--- src/rtl/axi4_master.sv ---
// AXI4 burst master: takes one command at a time and runs a single read or write burst.
// Write data streams in through a one-entry W register. Read data streams out with no backpressure.
module axi4_master #(
    parameter int DATA_WIDTH = 32,
    parameter int ADDR_WIDTH = 16
) (
    input  logic                  ACLK,
    input  logic                  ARESET,
    input  logic                  cmd_valid,
    output logic                  cmd_ready,
    input  logic                  cmd_write,
    input  logic [ADDR_WIDTH-1:0] cmd_addr,
    input  logic [7:0]            cmd_len,
    input  logic [2:0]            cmd_size,
    input  logic [1:0]            cmd_burst,
    input  logic [DATA_WIDTH-1:0] wr_data,
    input  logic                  wr_valid,
    output logic                  wr_ready,
    output logic [DATA_WIDTH-1:0] rd_data,
    output logic                  rd_valid,
    output logic                  rd_last,
    output logic [1:0]            rd_resp,
    output logic                  done,
    output logic [1:0]            done_resp,
    output logic [ADDR_WIDTH-1:0] AWADDR,
    output logic [1:0]            AWBURST,
    output logic [7:0]            AWLEN,
    output logic [2:0]            AWSIZE,
    output logic                  AWVALID,
    input  logic                  AWREADY,
    output logic [DATA_WIDTH-1:0] WDATA,
    output logic                  WLAST,
    output logic                  WVALID,
    input  logic                  WREADY,
    input  logic [1:0]            BRESP,
    input  logic                  BVALID,
    output logic                  BREADY,
    output logic [ADDR_WIDTH-1:0] ARADDR,
    output logic [1:0]            ARBURST,
    output logic [7:0]            ARLEN,
    output logic [2:0]            ARSIZE,
    output logic                  ARVALID,
    input  logic                  ARREADY,
    input  logic [DATA_WIDTH-1:0] RDATA,
    input  logic                  RLAST,
    input  logic [1:0]            RRESP,
    input  logic                  RVALID,
    output logic                  RREADY
);

    localparam int MAX_SIZE = $clog2(DATA_WIDTH / 8);

    typedef enum logic [2:0] {
        S_IDLE, S_AW, S_W, S_B, S_AR, S_R, S_ERR
    } state_t;

    state_t                r_state, w_state_nxt;
    logic                  r_cmd_ready;
    logic [ADDR_WIDTH-1:0] r_addr;
    logic [7:0]            r_len;
    logic [2:0]            r_size;
    logic [1:0]            r_burst;
    logic [7:0]            r_beat;
    logic                  r_w_done;
    logic                  r_wvalid, r_wlast;
    logic [DATA_WIDTH-1:0] r_wdata;
    logic [1:0]            r_rmax;
    logic                  r_rerr;
    logic [DATA_WIDTH-1:0] r_rd_data;
    logic                  r_rd_valid, r_rd_last;
    logic [1:0]            r_rd_resp;
    logic                  r_done;
    logic [1:0]            r_done_resp;

    logic       w_cmd_ok;
    logic       w_cmd_hs, w_wr_load, w_w_hs, w_b_hs, w_r_hs;
    logic       w_r_at_len, w_r_lerr;
    logic [1:0] w_rmax_nxt;

    // Illegal bursts are rejected before any address phase is issued.
    always_comb begin
        w_cmd_ok = 1'b1;
        if (cmd_burst == 2'b11)
            w_cmd_ok = 1'b0;
        if (cmd_burst == 2'b10 && !(cmd_len == 8'd1 || cmd_len == 8'd3 ||
                                    cmd_len == 8'd7 || cmd_len == 8'd15))
            w_cmd_ok = 1'b0;
        if (cmd_size > 3'(MAX_SIZE))
            w_cmd_ok = 1'b0;
        if (cmd_burst == 2'b00 && cmd_len > 8'd15)
            w_cmd_ok = 1'b0;
    end

    assign w_cmd_hs   = cmd_valid && r_cmd_ready;
    assign w_wr_load  = wr_valid && wr_ready;
    assign w_w_hs     = r_wvalid && WREADY;
    assign w_b_hs     = BVALID && BREADY;
    assign w_r_hs     = RVALID && RREADY;
    assign w_r_at_len = (r_beat == r_len);
    assign w_r_lerr   = (RLAST != w_r_at_len);
    assign w_rmax_nxt = (RRESP > r_rmax) ? RRESP : r_rmax;

    always_ff @(posedge ACLK) begin
        if (ARESET)
            r_state <= S_IDLE;
        else
            r_state <= w_state_nxt;
    end

    always_comb begin
        w_state_nxt = r_state;
        AWVALID     = 1'b0;
        ARVALID     = 1'b0;
        BREADY      = 1'b0;
        RREADY      = 1'b0;
        wr_ready    = 1'b0;
        case (r_state)
            S_IDLE: begin
                if (w_cmd_hs)
                    w_state_nxt = !w_cmd_ok ? S_ERR : (cmd_write ? S_AW : S_AR);
            end
            S_AW: begin
                AWVALID = 1'b1;
                if (AWREADY)
                    w_state_nxt = S_W;
            end
            S_W: begin
                // Refill the W register when it is empty or draining this cycle.
                wr_ready = !r_w_done && (!r_wvalid || WREADY);
                if (w_w_hs && r_wlast)
                    w_state_nxt = S_B;
            end
            S_B: begin
                BREADY = 1'b1;
                if (BVALID)
                    w_state_nxt = S_IDLE;
            end
            S_AR: begin
                ARVALID = 1'b1;
                if (ARREADY)
                    w_state_nxt = S_R;
            end
            S_R: begin
                RREADY = 1'b1;
                if (RVALID && w_r_at_len)
                    w_state_nxt = S_IDLE;
            end
            S_ERR:   w_state_nxt = S_IDLE;
            default: w_state_nxt = S_IDLE;
        endcase
    end

    always_ff @(posedge ACLK) begin
        if (ARESET) begin
            r_cmd_ready <= 1'b0;
            r_addr      <= '0;
            r_len       <= '0;
            r_size      <= '0;
            r_burst     <= '0;
            r_beat      <= '0;
            r_w_done    <= 1'b0;
            r_wvalid    <= 1'b0;
            r_wlast     <= 1'b0;
            r_wdata     <= '0;
            r_rmax      <= '0;
            r_rerr      <= 1'b0;
            r_rd_data   <= '0;
            r_rd_valid  <= 1'b0;
            r_rd_last   <= 1'b0;
            r_rd_resp   <= '0;
            r_done      <= 1'b0;
            r_done_resp <= '0;
        end else begin
            r_cmd_ready <= (w_state_nxt == S_IDLE);
            r_done      <= 1'b0;
            r_rd_valid  <= 1'b0;
            r_rd_last   <= 1'b0;

            if (w_cmd_hs) begin
                r_addr   <= cmd_addr;
                r_len    <= cmd_len;
                r_size   <= cmd_size;
                r_burst  <= cmd_burst;
                r_beat   <= '0;
                r_w_done <= 1'b0;
                r_rmax   <= '0;
                r_rerr   <= 1'b0;
            end

            if (w_wr_load) begin
                r_wdata  <= wr_data;
                r_wvalid <= 1'b1;
                r_wlast  <= (r_beat == r_len);
                if (r_beat == r_len)
                    r_w_done <= 1'b1;
                else
                    r_beat <= r_beat + 8'd1;
            end else if (w_w_hs) begin
                r_wvalid <= 1'b0;
                r_wlast  <= 1'b0;
            end

            if (w_b_hs) begin
                r_done      <= 1'b1;
                r_done_resp <= BRESP;
            end

            if (r_state == S_ERR) begin
                r_done      <= 1'b1;
                r_done_resp <= 2'b10;
            end

            if (w_r_hs) begin
                r_rd_data  <= RDATA;
                r_rd_resp  <= RRESP;
                r_rd_last  <= RLAST;
                r_rd_valid <= 1'b1;
                r_rmax     <= w_rmax_nxt;
                r_rerr     <= r_rerr || w_r_lerr;
                // The beat count is what ends the burst. A disagreeing RLAST only marks it as failed.
                if (w_r_at_len) begin
                    r_done      <= 1'b1;
                    r_done_resp <= (r_rerr || w_r_lerr) ? 2'b10 : w_rmax_nxt;
                end else begin
                    r_beat <= r_beat + 8'd1;
                end
            end
        end
    end

    assign cmd_ready = r_cmd_ready;
    assign AWADDR    = r_addr;
    assign AWLEN     = r_len;
    assign AWSIZE    = r_size;
    assign AWBURST   = r_burst;
    assign ARADDR    = r_addr;
    assign ARLEN     = r_len;
    assign ARSIZE    = r_size;
    assign ARBURST   = r_burst;
    assign WDATA     = r_wdata;
    assign WVALID    = r_wvalid;
    assign WLAST     = r_wlast;
    assign rd_data   = r_rd_data;
    assign rd_valid  = r_rd_valid;
    assign rd_last   = r_rd_last;
    assign rd_resp   = r_rd_resp;
    assign done      = r_done;
    assign done_resp = r_done_resp;

endmodule

--- config.mk ---
export PLATFORM = sky130hd
export DESIGN_NAME = axi4_master
export DESIGN_NICKNAME = d
export VERILOG_FILES = /design/src/rtl/axi4_master.sv
export SDC_FILE = /design/constraint.sdc
export NUM_CORES = 1
export LEC_CHECK = 0
export BUFFER_PORTS_ARGS = -buffer_cell sky130_fd_sc_hd__buf_2
export CORE_ASPECT_RATIO = 0.7
export CORE_MARGIN = 8
export CORE_UTILIZATION = 47
export CTS_BUF_LIST = sky130_fd_sc_hd__clkbuf_8
export DETAILED_ROUTE_END_ITERATION = 10
export MAX_ROUTING_LAYER = met4
export PLACE_DENSITY = 0.89
export SLEW_MARGIN = 20
export SYNTH_ARGS = -nofsm -noshare
export SYNTH_HDL_FRONTEND = slang
export SYNTH_SLANG_ARGS = --single-unit
--- constraint.sdc ---
create_clock -name ACLK -period 2 [get_ports ACLK]
set_clock_uncertainty 0.05 [all_clocks]
set_input_delay 0.1 -clock ACLK [delete_from_list [all_inputs] [get_ports ACLK]]
set_output_delay 0.1 -clock ACLK [all_outputs]
set_load 0.1 [all_outputs]
== After elaboration in Yosys (flattened, before gate mapping) ==
Cells that the tools add are included.

* Flip-flop bits (word level): 118
* Latch bits: 0
* RAM bits: 0
* ROM bits: 0
* Input bits: 108
* Output and inout bits: 137
* Word-level logic and storage cells: 106
* Memories kept: 0

* Add/subtract/negate cells: 1
* Multiply operators: 0
* Divide/modulo/power cells: 0
* $lt $le $gt $ge: 3
* Eq/ne operators: 14
* Shifts and indexed selects: 0
* Muxes and demuxes: 44
* Bitwise gates (word level): 1
* Reductions and logical operators: 24

{| class="wikitable"
|+ Operator list
! operator !! number
|-
| $mux 8 || 5
|-
| $mux 3 || 8
|-
| $mux 1 || 22
|-
| $pmux 3 s6 || 1
|-
| $mux 2 || 8
|-
| $logic_and 1x1->1 || 10
|-
| $eq 3x3->1 const B || 3
|-
| $add 8x1->8 const B || 1
|-
| $eq 8x1->1 const B || 1
|-
| $eq 8x2->1 const B || 1
|-
| $eq 8x3->1 const B || 1
|-
| $eq 8x4->1 const B || 1
|-
| $eq 8x8->1 || 1
|-
| $gt 8x4->1 const B || 1
|-
| $eq 3x2->1 const B || 2
|-
| $logic_not 3->1 || 2
|-
| $logic_or 1x1->1 || 5
|-
| $eq 2x2->1 const B || 2
|-
| $reduce_bool 2->1 || 2
|-
| $eq 3x1->1 const B || 1
|-
| $gt 3x2->1 const B || 1
|-
| $logic_not 1->1 || 3
|-
| $gt 2x2->1 || 1
|-
| $logic_not 2->1 || 1
|-
| other kinds (3) || 3
|}

== Longest topological paths before layout ==
* Word-level depth: 13
* Depth in mapped cells: 8
* Gate-level depth less buffers: 7

== Worst setup path before layout ==
No wires, ideal clock.

* Kind: register to output
* Start: register r_state[0]
* End: output AWVALID
* Arrival time: 2.883 ns
* Required time: 1.850 ns
* Path slack: -1.033 ns
* Cell stages (with the launch flop): 3
* Buffers on the path: 1
* Cell sequence: dfxtp_1 clkbuf_1 nor3b_1

* Cells in the longest elaborated chain, start to end: 2

{| class="wikitable"
|+ Ends and longest elaborated chain
! element !! RTL line !! RTL
|-
| from (decl) || 57 || <nowiki>state_t r_state, w_state_nxt;</nowiki>
|-
| from (signal assigned) || 107 || <nowiki>r_state <= w_state_nxt;</nowiki>
|-
| $eq 3x1->1 || 117 || <nowiki>case (r_state)</nowiki>
|-
| $mux 1 || 117 ||
|-
| to (decl) || 29 || <nowiki>output logic AWVALID,</nowiki>
|}

Every way passes these cells.

== Worst setup path in the final report ==
* Start: input cmd_len[6]
* End: register r_state[0]

* Cells in the longest elaborated chain, start to end: 12
* Elaborated cells on any way between the ends: 17
* Those cells by class: order compare: 1; eq/ne: 4; mux: 6; reduce/logical: 6

{| class="wikitable"
|+ Ends and longest elaborated chain
! element !! RTL line !! RTL
|-
| from (decl) || 13 || <nowiki>input logic [7:0] cmd_len,</nowiki>
|-
| $eq 8x1->1 or $eq 8x2->1 (tied branches) || 85 || <nowiki>if (cmd_burst == 2'b10 && !(cmd_len == 8'd1 || cmd_len == 8'd3 ||</nowiki>
|-
| $logic_or 1x1->1 (2 in a row) || 85 ||
|-
| $logic_or 1x1->1 || 86 || <nowiki>cmd_len == 8'd7 || cmd_len == 8'd15))</nowiki>
|-
| $logic_not 1->1 || 85 ||
|-
| $logic_and 1x1->1 || 85 ||
|-
| $mux 1 || 85 ||
|-
| $mux 1 || 88 || <nowiki>if (cmd_size > 3'(MAX_SIZE))</nowiki>
|-
| $mux 1 (*) || 90 || <nowiki>if (cmd_burst == 2'b00 && cmd_len > 8'd15)</nowiki>
|-
| $mux 3 (*) || 120 || <nowiki>w_state_nxt = !w_cmd_ok ? S_ERR : (cmd_write ? S_AW : S_AR);</nowiki>
|-
| $mux 3 (*) || 119 || <nowiki>if (w_cmd_hs)</nowiki>
|-
| $pmux 3 s6 (*) || 117 ||
|}

Every way passes the cells marked *; elsewhere a longest branch is shown, timed or not.
A chain may end at the register's enable or synchronous reset.

==> run_results.csv <==
group,metric,value,unit
power,netSwitchingPower,0.00295,W
logic_synthesis,combinational_family_with_the_most_area_after_synthesis,"simple AND/OR/NAND/NOR gates",
logic_synthesis,postSynthAreaPerCell,7.81,um2
worst_setup_path,worst-endpoint-required,2290,ps
grt,largest_net_degree_at_the_start_of_global_routing,46,
power,intPower,0.00420,W
logic_synthesis,synth_area_in_simple_gates,23.2,%
clock_tree,max-clock-path-buffers,2,
place,portBuffers,244,
power,cellPowerDensity,961,nW/um2
power,p_sw_share,41.3,%
clock_tree,clk_latency,440,ps
place,dp.cells,948,
routing,via_per_inst,5.10,
logic_synthesis,area_share_of_the_largest_cell_type_after_synthesis,48.5,%
logic_synthesis,synthesis_stage_register_bit_count,118,
worst_setup_path,path_buf_inv,2,
die,chipHeight,101,um
worst_setup_path,worstPathArrival,2310,ps
power,power.leakage,3.39,nW
sta,rsz0062_at_grt,"false",
worst_setup_path,path_delay_family,"simple AND/OR/NAND/NOR gates",
sta,actual_transition_at_the_worst_max_transition_pin,539,ps
routing,via_count_of_the_routed_design,5505,
final_layout,fin_nets,1044,
routing,detail_route.first_pass.iterations,6,
place,placer_congestion_estimate,0.834,
grt,grt_first_pass_wirelength,27700,um
sta,holdWs,28.2,ps
worst_setup_path,crit_fanout,2,
die,io_pins,245,
logic_synthesis,adder_and_majority_gate_portion_of_the_synthesized_area,1.03,%
power,max-vdd-ir-drop,0.523,mV
clock_tree,clockRootBuffer,"sky130_fd_sc_hd__clkbuf_8",
grt,first_global_vias,5466,
logic_synthesis,synth_area,4870,um2
clock_tree,tritoncts_num_sinks,118,
routing,remaining_drc_errors,0,
routing,detail-route-antenna-nets,0,
routing,wirelength,18400,um
power,sequentialPowerShare,35.9,%
sta,timing.slew.headroom,64.3,%
logic_synthesis,synth.top_cells.by_area,"sky130_fd_sc_hd__dfxtp_1 48%, sky130_fd_sc_hd__nand2_1 16%, sky130_fd_sc_hd__a21oi_1 11%",
sta,time_the_final_worst_path_needs_with_i_o_delays_and_setup,2020,ps
die,initial_core_util,47.8,%
power,power.combinational.fraction,33.3,%
logic_synthesis,post_synth_xor_area_fraction,1.62,%
sta,maxSlewViolCount,0,
power,clock_power_share,30.8,%
place,detailedPlacementHpwl,11100,um
logic_synthesis,synthMuxAreaShare,0.437,%
logic_synthesis,yosysWarningCount,0,
logic_synthesis,synth_edf_count,0,
worst_setup_path,critical_path_cell_sequence,"dlygate4sd3_1, buf_2, nor4_1, o211ai_1, or4_1, a31oi_1",
die,floorplan.die_area,13900,um2
sta,fin_setup_tns,-18.4,ps
min_path,holdCritPathClass,"input port to flop",
worst_setup_path,critical_path.startpoint_type,"input port",
final_layout,syn2layout_area_growth,52.7,%
die,dieWidth,138,um
die,placementRows,31,
clock_tree,post_cts_resized,0,
sta,timing.final.hold_violations,0,
worst_setup_path,critPathCaptureType,"flop",
routing,first_iter_violations,276,
run,drv_cap,0,
final_layout,layoutNonFillerInstCount,1080,
final_layout,fraction_of_layout_instances_using_a_drive_strength_above_1,33.1,%
outcome,failed_checks,"negative setup slack",
clock_tree,clkTransAtPathRegs,70,ps
logic_synthesis,synth_compound_area_share,16.7,%
place,place_ws,271,ps
grt,gr-usage-all-layers,26.2,%
logic_synthesis,synth_async_sr_flop_share,0,%
logic_synthesis,ys.flop_type,"sky130_fd_sc_hd__dfxtp_1",
sta,final.period_utilization,101,%
sta,achievable-frequency,495,MHz
sta,finalSetupViolations,1,
worst_setup_path,setup.worst_path.class,"input port to flop",
logic_synthesis,synth_area_leader_cell,"sky130_fd_sc_hd__dfxtp_1",
routing,routedWlPerCell,17.0,um
clock_tree,htree_levels,4,
clock_tree,cts_buffers,17,
grt,gr-total-overflow,0,
logic_synthesis,synthesis.instances,624,
worst_setup_path,cpPeakStageDelay,580,ps
final_layout,postLayoutCoreUtil,72.9,%
die,core,10200,um2
worst_setup_path,crit_path_top_delay_cell,"sky130_fd_sc_hd__dlygate4sd3_1",
outcome,status,"finished with violations",
logic_synthesis,synth_seq_area_share,48.5,%
logic_synthesis,synth_cell_types,49,
logic_synthesis,postSynthNetCount,736,
grt,number_of_antenna_violations_at_the_first_check_in_global_routing,3,
clock_tree,tritoncts,"built",
sta,postLayoutSetupSlackWorst,-18.4,ps
clock_tree,cts_post_setup_buffers_inserted,0,
final_layout,number_of_fillers_in_the_final_layout,715,
## what timing repair did
action                                 in CTS  in global routing
endpoints found under the hold margin      98                  0
setup endpoints to repair                   0                  0
hold buffers                               97                  0
## registers in the layout, summed over array words and instances (netlist names)
name       count
cmd_ready      1
WLAST          1
r_w_done       1
ARADDR        16
WDATA         32
ARLEN          8
r_state        3
rd_valid       1
r_beat         8
rd_last        1
r_rerr         1
ARBURST        2
rd_resp        2
rd_data       32
done           1
done_resp      2
ARSIZE         3
WVALID         1
r_rmax         2
## Yosys cell counts (2+ instances only)
cell type                  number
sky130_fd_sc_hd__nand2_1      207
sky130_fd_sc_hd__dfxtp_1      118
sky130_fd_sc_hd__a21oi_1      109
sky130_fd_sc_hd__buf_4         32
sky130_fd_sc_hd__clkbuf_1      31
sky130_fd_sc_hd__nor2_1        13
sky130_fd_sc_hd__nand3_1       12
sky130_fd_sc_hd__inv_1         10
sky130_fd_sc_hd__xnor2_1        8
sky130_fd_sc_hd__o21ai_0        6
sky130_fd_sc_hd__a21o_1         5
sky130_fd_sc_hd__and2_1         5
sky130_fd_sc_hd__nand2b_1       5
sky130_fd_sc_hd__a31oi_1        4
sky130_fd_sc_hd__and3_1         4
sky130_fd_sc_hd__buf_1          4
sky130_fd_sc_hd__ha_1           4
sky130_fd_sc_hd__or2_2          4
sky130_fd_sc_hd__nand4_1        3
sky130_fd_sc_hd__nor2b_1        3
sky130_fd_sc_hd__a221oi_1       2
sky130_fd_sc_hd__a22oi_1        2
sky130_fd_sc_hd__and2b_1        2
sky130_fd_sc_hd__and4_1         2
sky130_fd_sc_hd__nand3b_1       2
sky130_fd_sc_hd__o211ai_1       2
sky130_fd_sc_hd__o21bai_1       2
sky130_fd_sc_hd__or4_1          2
## metrics by stage
step,total power [W],instance area [um2]
2_1_floorplan,0.00444,4900
3_3_place_gp,0.00479,6060
3_5_place_dp,0.00481,6060
4_1_cts,0.00714,7430
5_1_grt,0.00741,7440
6_report,0.00715,7440
## cells in the final DEF (no fill, tap or decap), types with 5 or more instances in the layout
master	synthesis	routed
sky130_fd_sc_hd__nand2_1	207	207
sky130_fd_sc_hd__dfxtp_1	118	108
sky130_fd_sc_hd__dlygate4sd3_1	0	97
sky130_fd_sc_hd__inv_1	10	11
sky130_fd_sc_hd__xnor2_1	8	8
sky130_fd_sc_hd__buf_4	32	15
sky130_fd_sc_hd__clkbuf_8	0	20
sky130_fd_sc_hd__a21oi_1	109	109
sky130_fd_sc_hd__nand2b_1	5	5
sky130_fd_sc_hd__buf_2	1	243
sky130_fd_sc_hd__nand3_1	12	12
sky130_fd_sc_hd__nor2_1	13	13
sky130_fd_sc_hd__dfxtp_2	0	9
sky130_fd_sc_hd__a21o_1	5	5
sky130_fd_sc_hd__o21ai_0	6	6
## kinds of logic after synthesis
kind of cell | after synthesis
buffers and inverters | 78
muxes | 2
AOI/OAI and AO/OA | 144
DFF | 118
and+or+nand+nor | 269
xor gates and xnor gates | 9
adders and majority gates | 4
## area by class of cell
type / count / area (um2) / share of cell area, %
clock inverter: 12 / 128 / 1.72
multi-input combinational: 428 / 2110 / 28.3
timing repair buffer: 357 / 2340 / 31.5
clock buffer: 20 / 275 / 3.70
tap: 132 / 165 / 2.22
antenna: 3 / 7.51 / 0.101
sequential: 118 / 2380 / 32.0
inverter: 10 / 37.5 / 0.505
## power groups by stage
stage          Combinational [W]  Clock (W)  Sequential (W)
2_1_floorplan            0.00104          0         0.00340
3_3_place_gp             0.00218          0         0.00261
3_5_place_dp             0.00219          0         0.00261
4_1_cts                  0.00234    0.00223         0.00256
5_1_grt                  0.00249    0.00234         0.00258
6_report                 0.00238    0.00220         0.00257
## routing by layer
metal  up-vias  GRT usage, %  part of all wire (%)
met5         -             -                     0
met4         0          10.4                   2.7
met3        43          9.86                    13
met2       298          41.7                    46
met1      2506          29.3                    38
li1       2658             -                     -
## final timing paths
| path | end | cells after the start | slack [ps] | start |
|---|---|---|---|---|
| worst min-delay path | WVALID$_SDFFE_PP0P_ | 3 | 30 | wr_valid |
| worst min register to register | WDATA[25]$_SDFFE_PP0P_ | 2 | 400 | WDATA[25]$_SDFFE_PP0P_ |
| worst max register to register | r_beat[4]$_SDFF_PP0_ | 6 | 210 | r_beat[4]$_SDFF_PP0_ |
| worst max-delay path | r_state[0]$_SDFF_PP0_ | 6 | -20 | cmd_len[6] |
## tightest hold or removal path: cells and delay by family
| family | cells | cell delay (ps) |
|---|---|---|
| compound gates | 1 | 90 |
| buf+inv | 1 | 120 |
| simple gates | 1 | 160 |
Power figures use the tool's default switching activity.
